==> config.mk <==
export PLATFORM = sky130hd
export DESIGN_NAME = fs_wbuf_ctrl
export DESIGN_NICKNAME = d
export VERILOG_FILES = /design/src/rtl/fs_wbuf_ctrl.sv
export SDC_FILE = /design/constraint.sdc
export NUM_CORES = 1
export LEC_CHECK = 0
export CAP_MARGIN = 25
export CORE_MARGIN = 4
export CORE_UTILIZATION = 45
export DETAILED_ROUTE_END_ITERATION = 8
export PLACE_DENSITY = 0.84
export SLEW_MARGIN = 20
export SYNTH_ARGS = -nofsm -noshare
export SYNTH_HDL_FRONTEND = slang
export SYNTH_SLANG_ARGS = --single-unit
==> constraint.sdc <==
create_clock -name clk_i -period 2.3 [get_ports clk_i]
set_clock_uncertainty 0.05 [all_clocks]
set_input_delay 0.345 -clock clk_i [delete_from_list [all_inputs] [get_ports clk_i]]
set_output_delay 0.345 -clock clk_i [all_outputs]
set_load 0.005 [all_outputs]
==> src/rtl/fs_wbuf_ctrl.sv <==
// Write-side frame buffer controller: picks the next DDR buffer on each frame start,
// flushes the write FIFO, then streams fixed-size FDMA bursts until a frame is stored.
module fs_wbuf_ctrl #(
  parameter int                ADDR_W       = 32,
  parameter logic [ADDR_W-1:0] BASE_ADDR    = 'h0100_0000,
  parameter logic [ADDR_W-1:0] BUF_SIZE     = 'h0080_0000,
  parameter int                BUF_NUM      = 3,
  parameter int                BUF_W        = 2,
  parameter int                DATA_BYTES   = 16,
  parameter int                BURST_LEN    = 256,
  parameter int                FRAME_BURSTS = 2025,
  parameter int                FIFO_CNT_W   = 10,
  parameter int                FLUSH_CYC    = 8
) (
  input  logic                  clk_i,
  input  logic                  rstn_i,
  input  logic                  fs_i,
  input  logic [BUF_W-1:0]      rbuf_idx_i,
  input  logic [FIFO_CNT_W-1:0] fifo_rcnt_i,
  input  logic                  fdma_wbusy_i,
  output logic                  fdma_wareq_o,
  output logic [ADDR_W-1:0]     fdma_waddr_o,
  output logic [15:0]           fdma_wsize_o,
  output logic                  fifo_rst_o,
  output logic [BUF_W-1:0]      wbuf_idx_o,
  output logic                  frame_done_o,
  output logic                  frame_ovf_o
);

  localparam int                FC_W        = (FLUSH_CYC > 1) ? $clog2(FLUSH_CYC) : 1;
  localparam logic [ADDR_W-1:0] BURST_BYTES = ADDR_W'(BURST_LEN * DATA_BYTES);

  typedef enum logic [2:0] {
    S_IDLE  = 3'd0,
    S_FLUSH = 3'd1,
    S_WAIT  = 3'd2,
    S_REQ   = 3'd3,
    S_BUSY  = 3'd4
  } state_t;

  state_t            r_state, w_nxt_state;
  logic [BUF_W-1:0]  r_wbuf, w_nxt_wbuf;
  logic [15:0]       r_burst_cnt, w_nxt_cnt;
  logic              r_pend_fs, w_nxt_pend;
  logic [FC_W-1:0]   r_flush_cnt, w_nxt_fcnt;
  logic [ADDR_W-1:0] r_waddr, w_nxt_addr;
  logic              r_done, w_nxt_done;
  logic              r_ovf, w_nxt_ovf;

  logic [BUF_W-1:0]  w_adv;
  logic [15:0]       w_cnt_inc;
  logic [ADDR_W-1:0] w_req_addr;

  // Next buffer after w, stepping over the one the reader holds when a spare exists.
  function automatic logic [BUF_W-1:0] f_adv(input logic [BUF_W-1:0] w,
                                             input logic [BUF_W-1:0] r);
    int unsigned n;
    n = (32'(w) + 32'd1) % 32'(BUF_NUM);
    if (BUF_NUM > 2 && n == 32'(r))
      n = (32'(w) + 32'd2) % 32'(BUF_NUM);
    return BUF_W'(n);
  endfunction

  assign w_adv      = f_adv(r_wbuf, rbuf_idx_i);
  assign w_cnt_inc  = r_burst_cnt + 16'd1;
  assign w_req_addr = BASE_ADDR + ADDR_W'(r_wbuf) * BUF_SIZE
                    + ADDR_W'(r_burst_cnt) * BURST_BYTES;

  always_ff @(posedge clk_i or negedge rstn_i) begin
    if (!rstn_i) begin
      r_state     <= S_IDLE;
      r_wbuf      <= BUF_W'(BUF_NUM - 1);
      r_burst_cnt <= '0;
      r_pend_fs   <= 1'b0;
      r_flush_cnt <= '0;
      r_waddr     <= '0;
      r_done      <= 1'b0;
      r_ovf       <= 1'b0;
    end else begin
      r_state     <= w_nxt_state;
      r_wbuf      <= w_nxt_wbuf;
      r_burst_cnt <= w_nxt_cnt;
      r_pend_fs   <= w_nxt_pend;
      r_flush_cnt <= w_nxt_fcnt;
      r_waddr     <= w_nxt_addr;
      r_done      <= w_nxt_done;
      r_ovf       <= w_nxt_ovf;
    end
  end

  always_comb begin
    w_nxt_state = r_state;
    w_nxt_wbuf  = r_wbuf;
    w_nxt_cnt   = r_burst_cnt;
    w_nxt_pend  = r_pend_fs;
    w_nxt_fcnt  = r_flush_cnt;
    w_nxt_addr  = r_waddr;
    w_nxt_done  = 1'b0;
    w_nxt_ovf   = 1'b0;
    case (r_state)
      S_IDLE: begin
        if (fs_i) begin
          w_nxt_state = S_FLUSH;
          w_nxt_wbuf  = w_adv;
          w_nxt_cnt   = '0;
          w_nxt_fcnt  = '0;
          w_nxt_pend  = 1'b0;
        end
      end
      S_FLUSH: begin
        if (fs_i) begin
          w_nxt_ovf  = 1'b1;
          w_nxt_wbuf = w_adv;
          w_nxt_cnt  = '0;
          w_nxt_fcnt = '0;
        end else if (r_flush_cnt == FC_W'(FLUSH_CYC - 1)) begin
          w_nxt_state = S_WAIT;
        end else begin
          w_nxt_fcnt = r_flush_cnt + FC_W'(1);
        end
      end
      S_WAIT: begin
        if (fs_i) begin
          w_nxt_state = S_FLUSH;
          w_nxt_ovf   = 1'b1;
          w_nxt_wbuf  = w_adv;
          w_nxt_cnt   = '0;
          w_nxt_fcnt  = '0;
          w_nxt_pend  = 1'b0;
        end else if (fifo_rcnt_i >= FIFO_CNT_W'(BURST_LEN) && !fdma_wbusy_i) begin
          w_nxt_state = S_REQ;
          w_nxt_addr  = w_req_addr;
        end
      end
      S_REQ: begin
        if (fs_i) w_nxt_pend = 1'b1;
        if (fdma_wbusy_i) w_nxt_state = S_BUSY;
      end
      S_BUSY: begin
        if (fs_i) w_nxt_pend = 1'b1;
        if (!fdma_wbusy_i) begin
          w_nxt_cnt = w_cnt_inc;
          // A frame start seen during the burst is honoured only once the burst lands.
          if (r_pend_fs || fs_i) begin
            w_nxt_state = S_FLUSH;
            w_nxt_ovf   = 1'b1;
            w_nxt_wbuf  = w_adv;
            w_nxt_cnt   = '0;
            w_nxt_fcnt  = '0;
            w_nxt_pend  = 1'b0;
          end else if (w_cnt_inc == 16'(FRAME_BURSTS)) begin
            w_nxt_state = S_IDLE;
            w_nxt_done  = 1'b1;
          end else begin
            w_nxt_state = S_WAIT;
          end
        end
      end
      default: w_nxt_state = S_IDLE;
    endcase
  end

  assign fdma_wareq_o = (r_state == S_REQ);
  assign fdma_waddr_o = r_waddr;
  assign fdma_wsize_o = 16'(BURST_LEN);
  assign fifo_rst_o   = (r_state == S_FLUSH);
  assign wbuf_idx_o   = r_wbuf;
  assign frame_done_o = r_done;
  assign frame_ovf_o  = r_ovf;

endmodule

## Word-level counts from Yosys, hierarchy flattened

Cells that the tools add are included.

- Add/sub/neg operators: 6
- Div/mod/pow operators: 2
- $lt $le $gt $ge: 1
- Equality and inequality tests: 17
- Mux-type cells: 38
- Bitwise operators: 1
- Reductions and logical operators: 16

Operators by type and width:

| operator | count |
|---|---|
| remainder unit 32 x 2 -> 32 bit, second input constant | 2 |
| two-way mux 16 bit | 3 |
| two-way mux 3 bit | 12 |
| == test 32 x 2 -> 1 bit | 1 |
| case mux 16 bit (2 select lines) | 1 |
| adder 26 x 28 -> 29 bit | 1 |
| adder 25 x 25 -> 26 bit, first input constant | 1 |
| adder 16 x 1 -> 16 bit, second input constant | 1 |
| == test 16 x 11 -> 1 bit, second input constant | 1 |
| case mux 3 bit (5 select lines) | 1 |
| two-way mux 2 bit | 6 |
| two-way mux 1 bit | 11 |
| >= comparator 10 x 9 -> 1 bit, second input constant | 1 |
| != test 2 bit, second input constant | 5 |
| case mux 3 bit (3 select lines) | 1 |
| == test 3 x 2 -> 1 bit, second input constant | 2 |
| == test 3 bit, second input constant | 2 |
| != test 2 x 1 -> 1 bit, second input constant | 3 |
| != test 3 bit, second input constant | 2 |
| AND reduction 3 bit | 2 |
| AND reduction 6 bit | 1 |
| nonzero test 3 bit | 2 |
| AND reduction 5 bit | 1 |
| case mux 2 bit (2 select lines) | 1 |
| other kinds (16) | 17 |

- Register bits after elaboration: 59
- Input bits: 16
- Output and inout port bits: 54
- Word-level logic and storage cells: 89

## Longest topological paths before layout

- Depth in word-level cells: 7
- Depth in mapped cells: 11
- Mapped depth without buffers: 11

## Worst setup path before layout

No wires, ideal clock.

- Kind: register to register
- From: register r_wbuf[1], in the netlist wbuf_idx_o[1]
- To: register r_wbuf[0], in the netlist wbuf_idx_o[0]
- Setup time: 0.078 ns
- Arrival: 2.171 ns
- Required time: 2.172 ns
- Setup slack: 0.001 ns
- Cell stages (with the launch flop): 11
- Clock period less this slack: 2.299 ns
- Path through: dfstp_2 inv_1 ha_1 inv_1 nand3_1 ha_1 inv_1 a31oi_1 a221o_1 mux2_2 o2bb2ai_1

- Longest elaborated chain between the ends: 7
- Elaborated cells on any way between the ends: 10
- Classes of those cells: add/sub (2); div (2); eq/ne (1); mux (5)

Ends and longest elaborated chain:

| item | RTL line | source |
|---|---|---|
| start: declaration | 42 | `logic [BUF_W-1:0] r_wbuf, w_nxt_wbuf;` |
| start signal: assignment | 72 | `r_wbuf <= BUF_W'(BUF_NUM - 1);` |
| start signal: assignment | 81 | `r_wbuf <= w_nxt_wbuf;` |
| adder 2 x 1 -> 3 bit | 58 | `n = (32'(w) + 32'd1) % 32'(BUF_NUM);` |
| remainder unit 32 x 2 -> 32 bit | 58 |  |
| == test 32 x 2 -> 1 bit | 59 | `if (BUF_NUM > 2 && n == 32'(r))` |
| two-way mux 2 bit (*) | 59 |  |
| two-way mux 2 bit | 144 | `if (r_pend_fs \|\| fs_i) begin` |
| two-way mux 2 bit | 141 | `if (!fdma_wbusy_i) begin` |
| case mux 2 bit (2 select lines) (*) | 100 | `case (r_state)` |

Mark *: on every way between the ends. The rest lies on a longest branch, timed or not. The select of a mux whose other input is x is not followed.
A chain may end at the register's enable or synchronous reset.

## Final worst setup path

- From: register r_wbuf[1], in the netlist wbuf_idx_o[1]
- To: register r_waddr[25], in the netlist fdma_waddr_o[25]

- Longest elaborated chain between the ends: 2

Ends and longest elaborated chain:

| item | RTL line | source |
|---|---|---|
| adder 25 x 25 -> 26 bit | 66 | `assign w_req_addr = BASE_ADDR + ADDR_W'(r_wbuf) * BUF_SIZE` |
| adder 26 x 28 -> 29 bit | 67 | `+ ADDR_W'(r_burst_cnt) * BURST_BYTES;` |
| via w_req_addr[25] | 52 | `logic [ADDR_W-1:0] w_req_addr;` |
| end signal: assignment | 85 | `r_waddr <= w_nxt_addr;` |
| end: declaration | 46 | `logic [ADDR_W-1:0] r_waddr, w_nxt_addr;` |

The timed path passes the listed nets, and every way through them passes these cells.

==> run metrics <==
Worst-path clk slew=0.08 ns; Routed WL=6067 um; Most Frequent Cell on Critical Path=buf_4; first-pass detailed-route iteration total=4; initial antenna violation count=0; Rows=29; core area=6314 um2; critical path cell sequence=inv_4 > buf_4 > buf_4 > ha_1 > inv_1 > ha_2 > fa_1 > mux2_2; Min-Delay Path Class=input port to async pin; Leak=1.589 nW; Met1 Routed Length=2562 um; setup slack after layout=0.003618 ns; overall power=2.355 mW; largest area contributor in the netlist=dfrtp_1; max-slew violation count=0; DR WL met2=3112 um; metal3 WL=323 um; pin count of the biggest net entering global routing=30; Worst path max stage delay=0.61 ns; R2R setup slack=0.004 ns; Die Span X=88.47 um; vias per std cell=5.340; # IOs=70; initial DRC count=166; Setup violations, final=0; final worst-path cycle share=99.84%; placed cell count=421; Power Dens Cells=677.3 nW/um2; WP data arrival=2.43 ns; outcome=finished clean; non-filler cells, final=438; placed inst area=3192 um2; Avg WL per Cell=13.85 um; crit end category=register; R2R depth=8; Worst Max-Slew Pin Slew=0.6548 ns; GRT Util Overall=16.05%; RSZ-0062 raised after global routing=true; Fin. Hold Viols=0; number of global-route vias before repair=2,291; CP max-delay cell=dfstp_2; FF-to-FF Start=wbuf_idx_o[1]; layout cells sized above 1=20.50%; Synth area leaders=dfrtp_1, buf_4, ha_1, mux2_2, o21ai_0; # fillers=559; CP top delay family=adder cells; WS Path Type=register to register; Nets=393; setup_tns=0 ns; clk buf depth=2; # diodes=0; crit start category=register; Syn Area/Cell=9.078 um2; ys flop type=dfrtp_1; DR top layer=met4; CTS tree=built; Seq/Total Area, Yosys=37.83%; first-pass GRT wire length=10,180 um; peak supply drop=635.8 uV; number of synthesized flops with an enable pin=0; DIE AREA=7827 um2; Starting Density=46.16%; cells after synthesis=321; DR vias=2,339; Yosys reg bits=44; clock sinks=44; DRT antenna net count=0; clk_lat worst skew=0.29 ns; Max Freq=0.4355 GHz; count of distinct cell types in the synthesized netlist=50; number of max-cap violations=0; pre-CTS setup slack=-0.1070 ns; area share of the largest cell type after synthesis=36.93%; Post-DP HPWL=4188 um; worst-path fanout max=4; die height=88.47 um; final instance area=3477 um2; Port Buffers=30; Synth async-reset ratio=100.0%; WP buf/inv=4; Yosys Warn Count=0; TritonCTS buffer count=5; Rel. slew slack=56.35%; Root Buffer=clkbuf_8; Critical Path RT=2.43 ns; worst flop-to-flop path endpoint=fdma_waddr_o[25]; Synth-to-Final Area Change=19.32%; global route overflow=0; mapped cell area=2914 um2; residual DRC count=0; GP Congestion=0.9034; CTS H-tree lvls=2; crit path time final=2.296 ns
cells in the mapped netlist, drive strengths merged (2+ instances only):
cell type / n
xnor2: 4
nor4: 4
nand3: 9
and4: 2
nand4: 8
o2bb2ai: 2
and3: 2
a31oi: 4
o211ai: 2
nand2: 22
nor2b: 3
nand4b: 2
nor3b: 2
ha: 16
o31ai: 5
nor3: 4
inv: 19
mux2i: 2
o21bai: 2
clkbuf: 10
nor2: 21
nand2b: 2
a21oi: 16
buf: 41
dfrtp: 43
o21ai: 32
o21a: 2
mux2: 15
o22ai: 3
and2: 3
conb: 2
xor2: 3
nand3b: 2
layer usage:
layer / GRT usage (%) / up-vias
met4: 5.082 / 0
met5: 0 / -
met1: 20.98 / 1133
met2: 26.31 / 66
met3: 3.911 / 8
li1: - / 1132
sequential cells by signal (all words and copies together), names as in the netlist:
name / cells
fdma_waddr_o: 17
frame_done_o: 1
frame_ovf_o: 1
r_burst_cnt: 16
r_flush_cnt: 3
r_pend_fs: 1
r_state: 3
wbuf_idx_o: 2
how the worst max path moves through the flow:
stage                                  end  slack (ns)  depth (start not counted)          start
after global placement      r_burst_cnt[7]       -0.05                          6   fdma_wbusy_i
after CTS                    wbuf_idx_o[0]        0.01                         10  wbuf_idx_o[1]
after floorplan              wbuf_idx_o[0]       0.001                         10  wbuf_idx_o[1]
final                     fdma_waddr_o[25]       0.004                          8  wbuf_idx_o[1]
after detailed placement    r_burst_cnt[7]       -0.11                          6   fdma_wbusy_i
after global routing      fdma_waddr_o[25]       -0.08                          8  wbuf_idx_o[1]
what timing repair did:
| item | CTS | global route |
|---|---|---|
| pin swaps | 0 | 6 |
| setup buffers | 7 | 3 |
| cloned | 0 | 0 |
| hold buffers | 0 | 0 |
| endpoints found under the setup margin | 1 | 15 |
| gates resized for setup | 8 | 22 |
where the power goes:
group          switching, mW  leakage [nW]  internal, mW  total, mW
Sequential            0.0586         0.593         0.828      0.886
Clock                  0.252        0.0510         0.240      0.491
Combinational          0.458         0.944         0.519      0.977
Total                  0.769          1.59          1.59       2.36
stage by stage:
step	hold slack, ns	util [%]
finish	0.02375	55.07
global route	0.07024	55.07
CTS	0.04605	53.47
detailed placement	0.3663	50.55
global placement	0.3651	50.55
floorplan	-0.0005911	-
logic make-up (layout without fill, tap and decap cells):
kind of cell             Yosys count  after routing  synth area share (%)
AND/OR/NAND/NOR                   90             90                 16.19
AO/OA/AOI/OAI                     74             74                 15.41
buffers and inverters             70             81                 14.17
flip-flops                        44             44                 37.83
adder cells (fa/ha/maj)           17             17                 7.557
multiplexers                      17             17                 6.483
XOR/XNOR                           7              7                 2.104
other                              2             31                0.2577
cell type report:
class	count	area (um2)	area share [%]
inverter	19	78.83	2.267
tap	77	96.34	2.771
clock buffer	6	82.58	2.375
clock inverter	2	10.01	0.2879
timing repair buffer	54	483.0	13.89
multi-input combinational	236	1623	46.67
sequential	44	1104	31.74
worst register-to-register path, stage by stage (launching register included):
cell	delay (ns)
dfstp_2	0.61
inv_4	0.07
buf_4	0.13
buf_4	0.12
ha_1	0.27
inv_1	0.06
ha_2	0.19
fa_1	0.42
mux2_2	0.27
layout by cell type (no fill, tap or decap), types with 5 or more instances in the layout:
master           Yosys  layout
ha_4                 0       5
dfrtp_1             43      42
nor2_1              21      20
o21ai_0             32      31
ha_1                16       9
inv_1               19      13
clkbuf_8             0       6
nand4_1              8       8
clkdlybuf4s50_1      0      29
o31ai_1              5       5
buf_4               31      22
nand2_1             22      22
a21oi_1             16      16
conb_1               2      31
mux2_2              15      14
nand3_1              9       7
No activity file was read; power rests on OpenSTA's default activity.
